## src/rtl/adc_resp_pkg.sv

```systemverilog
// adc_resp_pkg: shared state encoding and sizing constants for the ADC responder.
// Build option: ADC_RESP_LSBF_TAIL_EN adds the LSB-first tail state.
package adc_resp_pkg;

    localparam int DATA_W_DEFAULT = 12;
    localparam int CMD_BITS       = 3;

    typedef enum logic [3:0] {
        ST_IDLE  = 4'd0,
        ST_START = 4'd1,
        ST_SGL   = 4'd2,
        ST_ODD   = 4'd3,
        ST_MSBF  = 4'd4,
        ST_NULL  = 4'd5,
        ST_DATA  = 4'd6,
        ST_DONE  = 4'd8
`ifdef ADC_RESP_LSBF_TAIL_EN
        , ST_TAIL = 4'd7
`endif
    } state_t;

endpackage

```

## src/rtl/adc_resp_shreg.sv

```systemverilog
// adc_resp_shreg: loadable rotate-left result register; the serial output is the MSB,
// or the bit chosen by i_idx while the LSB-first tail is being read.
module adc_resp_shreg #(
    parameter int W  = 12,
    parameter int IW = 4
) (
    input  logic          i_clk,
    input  logic          i_rst_n,
    input  logic          i_load,
    input  logic [W-1:0]  i_d,
    input  logic          i_shift,
    input  logic          i_sel_idx,
    input  logic [IW-1:0] i_idx,
    output logic          o_ser
);

    logic [W-1:0] r_q;

    // Rotating keeps the loaded word intact after W shifts so the tail can index it.
    always_ff @(posedge i_clk or negedge i_rst_n)
        if (!i_rst_n) r_q <= '0;
        else if (i_load) r_q <= i_d;
        else if (i_shift) r_q <= {r_q[W-2:0], r_q[W-1]};

    assign o_ser = i_sel_idx ? r_q[i_idx] : r_q[W-1];

endmodule

```

## src/rtl/adc_spi_responder.sv

```systemverilog
// adc_spi_responder: SPI model of a 12-bit two-channel SAR ADC (start/SGL/ODD/MSBF command,
// null bit, MSB-first result). Build option: ADC_RESP_LSBF_TAIL_EN appends an LSB-first tail when MSBF=0.
module adc_spi_responder
    import adc_resp_pkg::*;
#(
    parameter int DATA_W = DATA_W_DEFAULT
) (
    input  logic              sck,
    input  logic              reset,
    input  logic              cs_n,
    input  logic              sdi,
    input  logic [DATA_W-1:0] ch0_sample,
    input  logic [DATA_W-1:0] ch1_sample,
    output logic              sdo,
    output logic              sdo_en,
    output logic              frame_done,
    output logic              cmd_sgl,
    output logic              cmd_odd,
    output logic              cmd_msbf
);

    localparam int CW = $clog2(DATA_W + 1);

    state_t            r_state, w_nxt;
    logic [CW-1:0]     r_cnt, w_cnt;
    logic              r_sgl, r_odd, r_cmd_sgl, r_cmd_odd, r_cmd_msbf;
    logic              r_sdo, r_sdo_en, r_done;
    logic              w_sdo, w_sdo_en, w_done, w_load, w_shift, w_ser, w_last, w_sel_idx;
    logic [CW-1:0]     w_idx;
    logic [DATA_W:0]   w_dif;
    logic [DATA_W-1:0] w_res;

    assign w_last = r_state == ST_DATA && r_cnt == CW'(DATA_W - 1);
    // The borrow bit of the widened subtraction selects the clamp to zero.
    assign w_dif  = r_odd ? {1'b0, ch1_sample} - {1'b0, ch0_sample}
                          : {1'b0, ch0_sample} - {1'b0, ch1_sample};
    assign w_res  = r_sgl ? (r_odd ? ch1_sample : ch0_sample)
                          : (w_dif[DATA_W] ? '0 : w_dif[DATA_W-1:0]);
`ifdef ADC_RESP_LSBF_TAIL_EN
    assign w_sel_idx = w_last || r_state == ST_TAIL;
    assign w_idx     = r_state == ST_TAIL ? r_cnt : CW'(1);
`else
    assign w_sel_idx = 1'b0;
    assign w_idx     = '0;
`endif

    adc_resp_shreg #(.W(DATA_W), .IW(CW)) u_shreg (
        .i_clk     (sck),
        .i_rst_n   (reset),
        .i_load    (w_load),
        .i_d       (w_res),
        .i_shift   (w_shift),
        .i_sel_idx (w_sel_idx),
        .i_idx     (w_idx),
        .o_ser     (w_ser)
    );

    // State register.
    always_ff @(posedge sck or negedge reset)
        if (!reset) r_state <= ST_IDLE;
        else r_state <= w_nxt;

    // Next state: deselect always returns to IDLE; DONE waits for deselect.
    always_comb begin
        w_nxt = r_state;
        if (cs_n) w_nxt = ST_IDLE;
        else
            case (r_state)
                ST_IDLE, ST_START: w_nxt = sdi ? ST_SGL : ST_START;
                ST_SGL:  w_nxt = ST_ODD;
                ST_ODD:  w_nxt = ST_MSBF;
                ST_MSBF: w_nxt = ST_NULL;
                ST_NULL: w_nxt = ST_DATA;
`ifdef ADC_RESP_LSBF_TAIL_EN
                ST_DATA: w_nxt = w_last ? (r_cmd_msbf ? ST_DONE : ST_TAIL) : ST_DATA;
                ST_TAIL: w_nxt = r_cnt == CW'(DATA_W) ? ST_DONE : ST_TAIL;
`else
                ST_DATA: w_nxt = w_last ? ST_DONE : ST_DATA;
`endif
                default: w_nxt = r_state;
            endcase
    end

    // Next values of the registered outputs, shift-register controls and bit counter.
    always_comb begin
        w_sdo    = 1'b0;
        w_sdo_en = 1'b0;
        w_done   = 1'b0;
        w_load   = 1'b0;
        w_shift  = 1'b0;
        w_cnt    = r_cnt;
        if (!cs_n)
            case (r_state)
                ST_MSBF: begin
                    w_sdo_en = 1'b1;
                    w_load   = 1'b1;
                end
                ST_NULL: begin
                    w_sdo_en = 1'b1;
                    w_sdo    = w_ser;
                    w_shift  = 1'b1;
                    w_cnt    = '0;
                end
                ST_DATA: begin
`ifdef ADC_RESP_LSBF_TAIL_EN
                    w_done   = w_last && r_cmd_msbf;
                    w_sdo_en = !w_done;
                    w_sdo    = !w_done && w_ser;
                    w_shift  = !w_last;
                    w_cnt    = w_last ? CW'(2) : r_cnt + CW'(1);
`else
                    w_done   = w_last;
                    w_sdo_en = !w_last;
                    w_sdo    = !w_last && w_ser;
                    w_shift  = !w_last;
                    w_cnt    = r_cnt + CW'(1);
`endif
                end
`ifdef ADC_RESP_LSBF_TAIL_EN
                ST_TAIL: begin
                    w_done   = r_cnt == CW'(DATA_W);
                    w_sdo_en = !w_done;
                    w_sdo    = !w_done && w_ser;
                    w_cnt    = r_cnt + CW'(1);
                end
`endif
                default: w_cnt = r_cnt;
            endcase
    end

    // Output, counter and command registers; commands publish only once MSBF is sampled.
    always_ff @(posedge sck or negedge reset)
        if (!reset) begin
            r_sdo      <= 1'b0;
            r_sdo_en   <= 1'b0;
            r_done     <= 1'b0;
            r_cnt      <= '0;
            r_sgl      <= 1'b0;
            r_odd      <= 1'b0;
            r_cmd_sgl  <= 1'b0;
            r_cmd_odd  <= 1'b0;
            r_cmd_msbf <= 1'b0;
        end else begin
            r_sdo    <= w_sdo;
            r_sdo_en <= w_sdo_en;
            r_done   <= w_done;
            r_cnt    <= w_cnt;
            if (!cs_n && r_state == ST_SGL) r_sgl <= sdi;
            if (!cs_n && r_state == ST_ODD) r_odd <= sdi;
            if (!cs_n && r_state == ST_MSBF) begin
                r_cmd_sgl  <= r_sgl;
                r_cmd_odd  <= r_odd;
                r_cmd_msbf <= sdi;
            end
        end

    assign sdo        = r_sdo;
    assign sdo_en     = r_sdo_en;
    assign frame_done = r_done;
    assign cmd_sgl    = r_cmd_sgl;
    assign cmd_odd    = r_cmd_odd;
    assign cmd_msbf   = r_cmd_msbf;

endmodule
```

## config.mk

```make
export PLATFORM = sky130hd
export DESIGN_NAME = adc_spi_responder
export DESIGN_NICKNAME = d
export VERILOG_FILES = /design/src/rtl/adc_resp_pkg.sv /design/src/rtl/adc_resp_shreg.sv /design/src/rtl/adc_spi_responder.sv
export SDC_FILE = /design/constraint.sdc
export NUM_CORES = 1
export LEC_CHECK = 0
export CORE_ASPECT_RATIO = 0.75
export CORE_MARGIN = 2
export CORE_UTILIZATION = 25
export CTS_CLUSTER_DIAMETER = 200
export DETAILED_ROUTE_END_ITERATION = 12
export GPL_TIMING_DRIVEN = 0
export SYNTH_ARGS = -nofsm -noshare
export SYNTH_HDL_FRONTEND = slang
export SYNTH_SLANG_ARGS = --single-unit
```

## constraint.sdc

```tcl
create_clock -name sck -period 1.7 [get_ports sck]
set_input_delay 0.425 -clock sck [delete_from_list [all_inputs] [get_ports sck]]
set_output_delay 0.425 -clock sck [all_outputs]
set_load 0.02 [all_outputs]
```

# Yosys cells after proc, flatten, opt, wreduce, memory -nomap -nowiden
# Index checks and enable logic that the tools add are counted.
[classes]
add_sub_neg = 3
multipliers = 0
div_mod_pow = 0
n_lt_le_gt_ge = 0
n_eq_ne = 7
n_shift = 0
muxes = 21
n_bitwise = 1
n_reduce_logical = 14
[ops]
columns = ["operator", "n"]
rows = [
  ["12-bit 2-to-1 mux", 5],
  ["12-bit by 12-bit subtractor with 13-bit output", 2],
  ["4-bit case mux with 6 select lines", 1],
  ["13-bit 2-to-1 mux", 1],
  ["4-bit by 3-bit equality test with 1-bit output (second input constant)", 3],
  ["4-bit by 2-bit equality test with 1-bit output (second input constant)", 2],
  ["4-bit 2-to-1 mux", 2],
  ["4-bit case mux with 2 select lines", 1],
  ["1-bit 2-to-1 mux", 7],
  ["7-bit nonzero test", 1],
  ["1-bit case mux with 2 select lines", 3],
  ["1-bit logical AND", 5],
  ["4-bit by 1-bit adder with 4-bit output (second input constant)", 1],
  ["4-bit by 1-bit equality test with 1-bit output (second input constant)", 1],
  ["4-bit equality test (second input constant)", 1],
  ["4-bit logical NOT", 1],
  ["2-bit nonzero test", 2],
  ["2-bit OR reduction", 2],
  ["1-bit logical NOT", 2],
  ["2-bit 2-to-1 mux", 1],
  ["2-bit AND reduction", 1],
  ["1-bit inverter", 1],
]
[word_totals]
ff_bits = 28
latch_bits = 0
ram_bits = 0
rom_bits = 0
out_inout_bits = 6
wordCells = 57
mem_count = 0

# Logic depth before layout (Yosys ltp)
[logic_depth]
ltp_word = 7
ltp_mapped = 11

# By module
# A second synthesis with hierarchy kept.
[hier_totals]
cells_unflattened = 372
area_unflattened_um2 = 2914.0
[modules_own_cells]
columns = ["mod", "n_inst", "cells_per_inst", "area_per_inst_um2", "seq_area_each_um2"]
rows = [
  ["adc_spi_responder", 1, 309, 2242.2, 400.4],
  ["adc_resp_shreg", 1, 63, 671.9, 300.3],
]

# Worst setup path before layout
# Ideal clock, no wire load.
[synth_path]
path_type = "in2reg"
startpoint = "input ch0_sample[9]"
endpoint = "register u_shreg.r_q[5]"
arrival_time_ps = 2189
required_ps = 1563
setup_slack_ps = -626
cell_stages = 11
path_buffers = 2
cell_sequence = "inv_1 > ha_1 > buf_6 > a21o_1 > a21o_1 > a211o_1 > o311ai_2 > o41ai_2 > buf_6 > a221oi_1 > a21oi_1"
[synth_between]
elab_chain_len = 5
[synth_lines]
columns = ["item", "line", "rtl"]
rows = [
  ["start, declared", "adc_spi_responder.sv:12", "input logic [DATA_W-1:0] ch0_sample,"],
  ["12-bit by 12-bit subtractor with 13-bit output, on equally long branches", "adc_spi_responder.sv:36, adc_spi_responder.sv:35", ""],
  ["13-bit 2-to-1 mux *", "adc_spi_responder.sv:35", "assign w_dif = r_odd ? {1'b0, ch1_sample} - {1'b0, ch0_sample}"],
  ["12-bit 2-to-1 mux *", "adc_spi_responder.sv:38", ": (w_dif[DATA_W] ? '0 : w_dif[DATA_W-1:0]);"],
  ["12-bit 2-to-1 mux *", "adc_spi_responder.sv:37", "assign w_res = r_sgl ? (r_odd ? ch1_sample : ch0_sample)"],
  ["12-bit 2-to-1 mux *", "adc_resp_shreg.sv:22", "else if (i_load) r_q <= i_d;"],
  ["end signal, assigned", "adc_resp_shreg.sv:22", ""],
  ["end signal, assigned", "adc_resp_shreg.sv:23", "else if (i_shift) r_q <= {r_q[W-2:0], r_q[W-1]};"],
  ["end, declared", "adc_resp_shreg.sv:17", "logic [W-1:0] r_q;"],
]
# Mark *: on every way between the ends. The rest lies on a longest branch, timed or not.
# A chain may end at the register's enable or synchronous reset.

# Worst setup path after layout
[layout_path]
startpoint = "input ch0_sample[9]"
endpoint = "register u_shreg.r_q[4]"
# Same word-level chain as after synthesis.

==> results.md <==
- Status: finished with violations
- Failing checks: negative setup slack
- Root buffer cell: clkbuf_16
- Data arrival time of the critical path: 2280 ps
- Setup CP Type: input port to flop
- Post-Syn Nets: 397
- Clock Latency Late Sink: approximately 260 ps
- Routability cong.: about 0.91
- Worst-path cell chain: buf_4 -> inv_6 -> ha_4 -> a21o_1 -> a21o_1 -> a211o_1 -> o311ai_4 -> o41ai_4 -> buf_6 -> a221oi_4 -> a21oi_2
- Post-DP HPWL: between 5000 and 6000 um
- Finished Core Util: 40.2%
- Rel. slew slack: 49.8%
- Residual DRC: 0
- Setup ws final: -435 ps
- Cell count after synthesis: about 340
- Setup Viol. Count Final: 13
- Post-synth top area share: between 20% and 30%
- Clk slew on worst S/H paths: approximately 70 ps
- Initial antenna violation count: 0
- Worst slew pin tran: 753 ps
- CTS max path bufs: 2
- TritonCTS Buffers: 3
- Syn-to-layout area delta: 54.2%
- Max Fclk: 0.468 GHz
- Core Region: ~10,000 um2
- Layout cells sized above 1: 41.7%
- Ant. Diodes: 0
- Final Cycle Share: 126%
- CTS Hold Bufs: 0
- Total Power: roughly 4000 uW
- Crit path top cell by count: a21o_1
- Slowest stage delay, CP: a little over 300 ps
- GRT overflow: 0
- Max VDD drop: 388 uV
- Worst R2R Setup Slack: -390 ps
- Crit-path max FO: 5
- Worst path bufs/invs: 3
- Filler Cell Count: ~990
- Antenna Nets Post-Route: 0
- Routed WL per cell: ~16 um
- Synth warnings: 0
- Max cap viols: 0
- Synth area leader: dfrtp_1
- Dpl ws: -1370 ps
- Rows: 32
- I/O pin count: 34
- Iteration-0 DRC Markers: roughly 160
- Slew Limit Fails: 0
- Synth top area cells: dfrtp_1 26%, ha_1 11%, a21oi_1 6.1%, mux2i_1 5.5%, nand2_1 5.4%
- CP Capture Type: flop
- Register area share after synthesis: between 20% and 30%
- Synth Cell Area: between 2000 and 3000 um2
- Most used DFF post-synth: dfrtp_1
- Die footprint: around 12,000 um2
- CTS tree: done
- LEAKAGE: between 0.0015 and 0.002 uW
- Final nets: 471
- H-tree Lvls: 1
- Unrepaired setup endpoints after global routing: yes
- Largest net degree at the start of global routing: 29
- Pre-Repair DR Iteration Count: 4
- Post-synth EDFFs: 0
- Hold_ws: 187 ps
- HP Class: input port to asynchronous set/reset pin
- Startpoint class of the critical path: input port
- Min Tclk post-route: about 2100 ps
- Yosys cell types: between 50 and 60
- Vias in the first global route: approximately 2,900
- DRT Wirelength: 8970 um
- Yosys reg bits: 28
- Multi-input logic area: about 2300 um2
- Height of the die: between 90 and 100 um
- GRT Total Usage: roughly 15%
- Vias: roughly 2,900
- Post-synth ARST share: 100%
- Crit path max-delay family: compound AO/OA/AOI/OAI gates
- Sequential cell area: approximately 700 um2
- DR vias/cell: 5.20
- Pwr dens: between 900 and 1000 nW/um2
- Slowest CP cell: a221oi_4
- PortBufs: 33
- First-pass GRT wire length: 14,600 um
- WP data required: 1850 ps
- Clock sink count: 28
- Die width: approximately 120 um
- Final hold vios: 0
- Synthesized area per cell: approximately 8 um2
- Starting density of the core: 26.1%
- Final Skew: 4.75 ps
[logic make-up (layout without fill, tap and decap cells)]
| family | after synthesis | in the layout | share of synthesized area, % |
|---|---|---|---|
| AO/OA/AOI/OAI | 116 | 116 | 28.2 |
| AND/OR/NAND/NOR | 87 | 87 | 14.6 |
| buffers and inverters | 57 | 130 | 9.00 |
| flip-flops | 28 | 28 | 25.7 |
| adder cells (fa/ha/maj) | 27 | 27 | 12.9 |
| multiplexers | 17 | 17 | 6.33 |
| XOR/XNOR | 10 | 10 | 3.21 |
[flip-flops by register name, summed over array words and instances (netlist names)]
name and cells:
u_shreg.r_q 12, r_cnt 4, r_state 4, cmd_msbf 1, cmd_odd 1, cmd_sgl 1, frame_done 1, r_odd 1
r_sgl 1, sdo 1, sdo_en 1
[Yosys cell counts (3+ instances only)]
master / count
clkbuf_1: 10
o31ai_1: 3
nor2b_1: 3
nand2b_1: 3
inv_1: 32
o221ai_1: 3
mux2i_1: 15
a31oi_1: 3
nor2_1: 13
o211ai_1: 4
o21ai_0: 28
xnor2_1: 3
a21o_1: 8
xor2_1: 7
dfrtp_1: 28
nor4_1: 3
nand2_1: 39
nor3_1: 4
buf_2: 10
a21oi_1: 33
ha_1: 25
a221oi_1: 8
a211oi_1: 7
nand3_1: 11
[power breakdown]
| part | internal (uW) | total, uW | switching (uW) | leakage, uW |
|---|---|---|---|---|
| Clock | 360 | 581 | 220 | 0.0000442 |
| Sequential | 881 | 1050 | 169 | 0.000351 |
| Combinational | 1040 | 2390 | 1350 | 0.00135 |
| Total | 2280 | 4020 | 1740 | 0.00175 |
[what timing repair did]
action,CTS,global route
endpoints found under the hold margin,0,0
resized for setup,172,40
pin swaps,40,25
gates cloned,2,0
endpoints found under the setup margin,16,17
buffers inserted,34,5
[stage by stage]
stage / TNS [ps] / cell area [um2] / std cells
floorplan: -4580 / 2890 / 342
global route: -5960 / 4200 / 551
finish: -4750 / 4200 / 551
global placement: -25960 / 3390 / 511
detailed placement: -26640 / 3390 / 511
CTS: -5340 / 4050 / 548
[routing by layer]
metal	vias to the layer above	track usage [%]	routed length, um
li1	1376	-	-
met1	1397	21.5	4270
met2	80	24.9	4130
met3	14	2.04	427
met4	0	2.34	146
met5	-	0	0
[cell usage in the layout (no fill, tap or decap), types with 10 or more instances in the layout]
master	Yosys	routed
ha_4	0	12
mux2i_1	15	15
a21oi_1	33	20
o21ai_0	28	23
inv_1	32	15
nor2_1	13	11
dfrtp_1	28	28
nand2_1	39	31
buf_6	2	13
buf_2	10	16
buf_4	1	38
a21oi_2	1	11
ha_1	25	10
inv_2	0	12
[final timing paths]
kind	startpoint	end	cells after the start
min in group sck	cmd_sgl	cmd_sgl	2
worst min register to register	cmd_sgl	cmd_sgl	2
worst min-delay path	reset	r_cnt[0]	1
max in group asynchronous	reset	u_shreg.r_q[8]	1
worst max register to register	r_odd	u_shreg.r_q[4]	8
worst max-delay path	ch0_sample[9]	u_shreg.r_q[4]	11
[cell type report]
cell class | instances | share of cell area (%)
repair buffers | 73 | 14.7
multi-input cells | 257 | 55.3
plain buffers | 20 | 3.63
inverters | 33 | 3.57
flip-flops and latches | 28 | 16.7
clock buffers | 4 | 2.11
well taps | 136 | 4.05
Note: power is estimated with default switching activity, not from simulation.
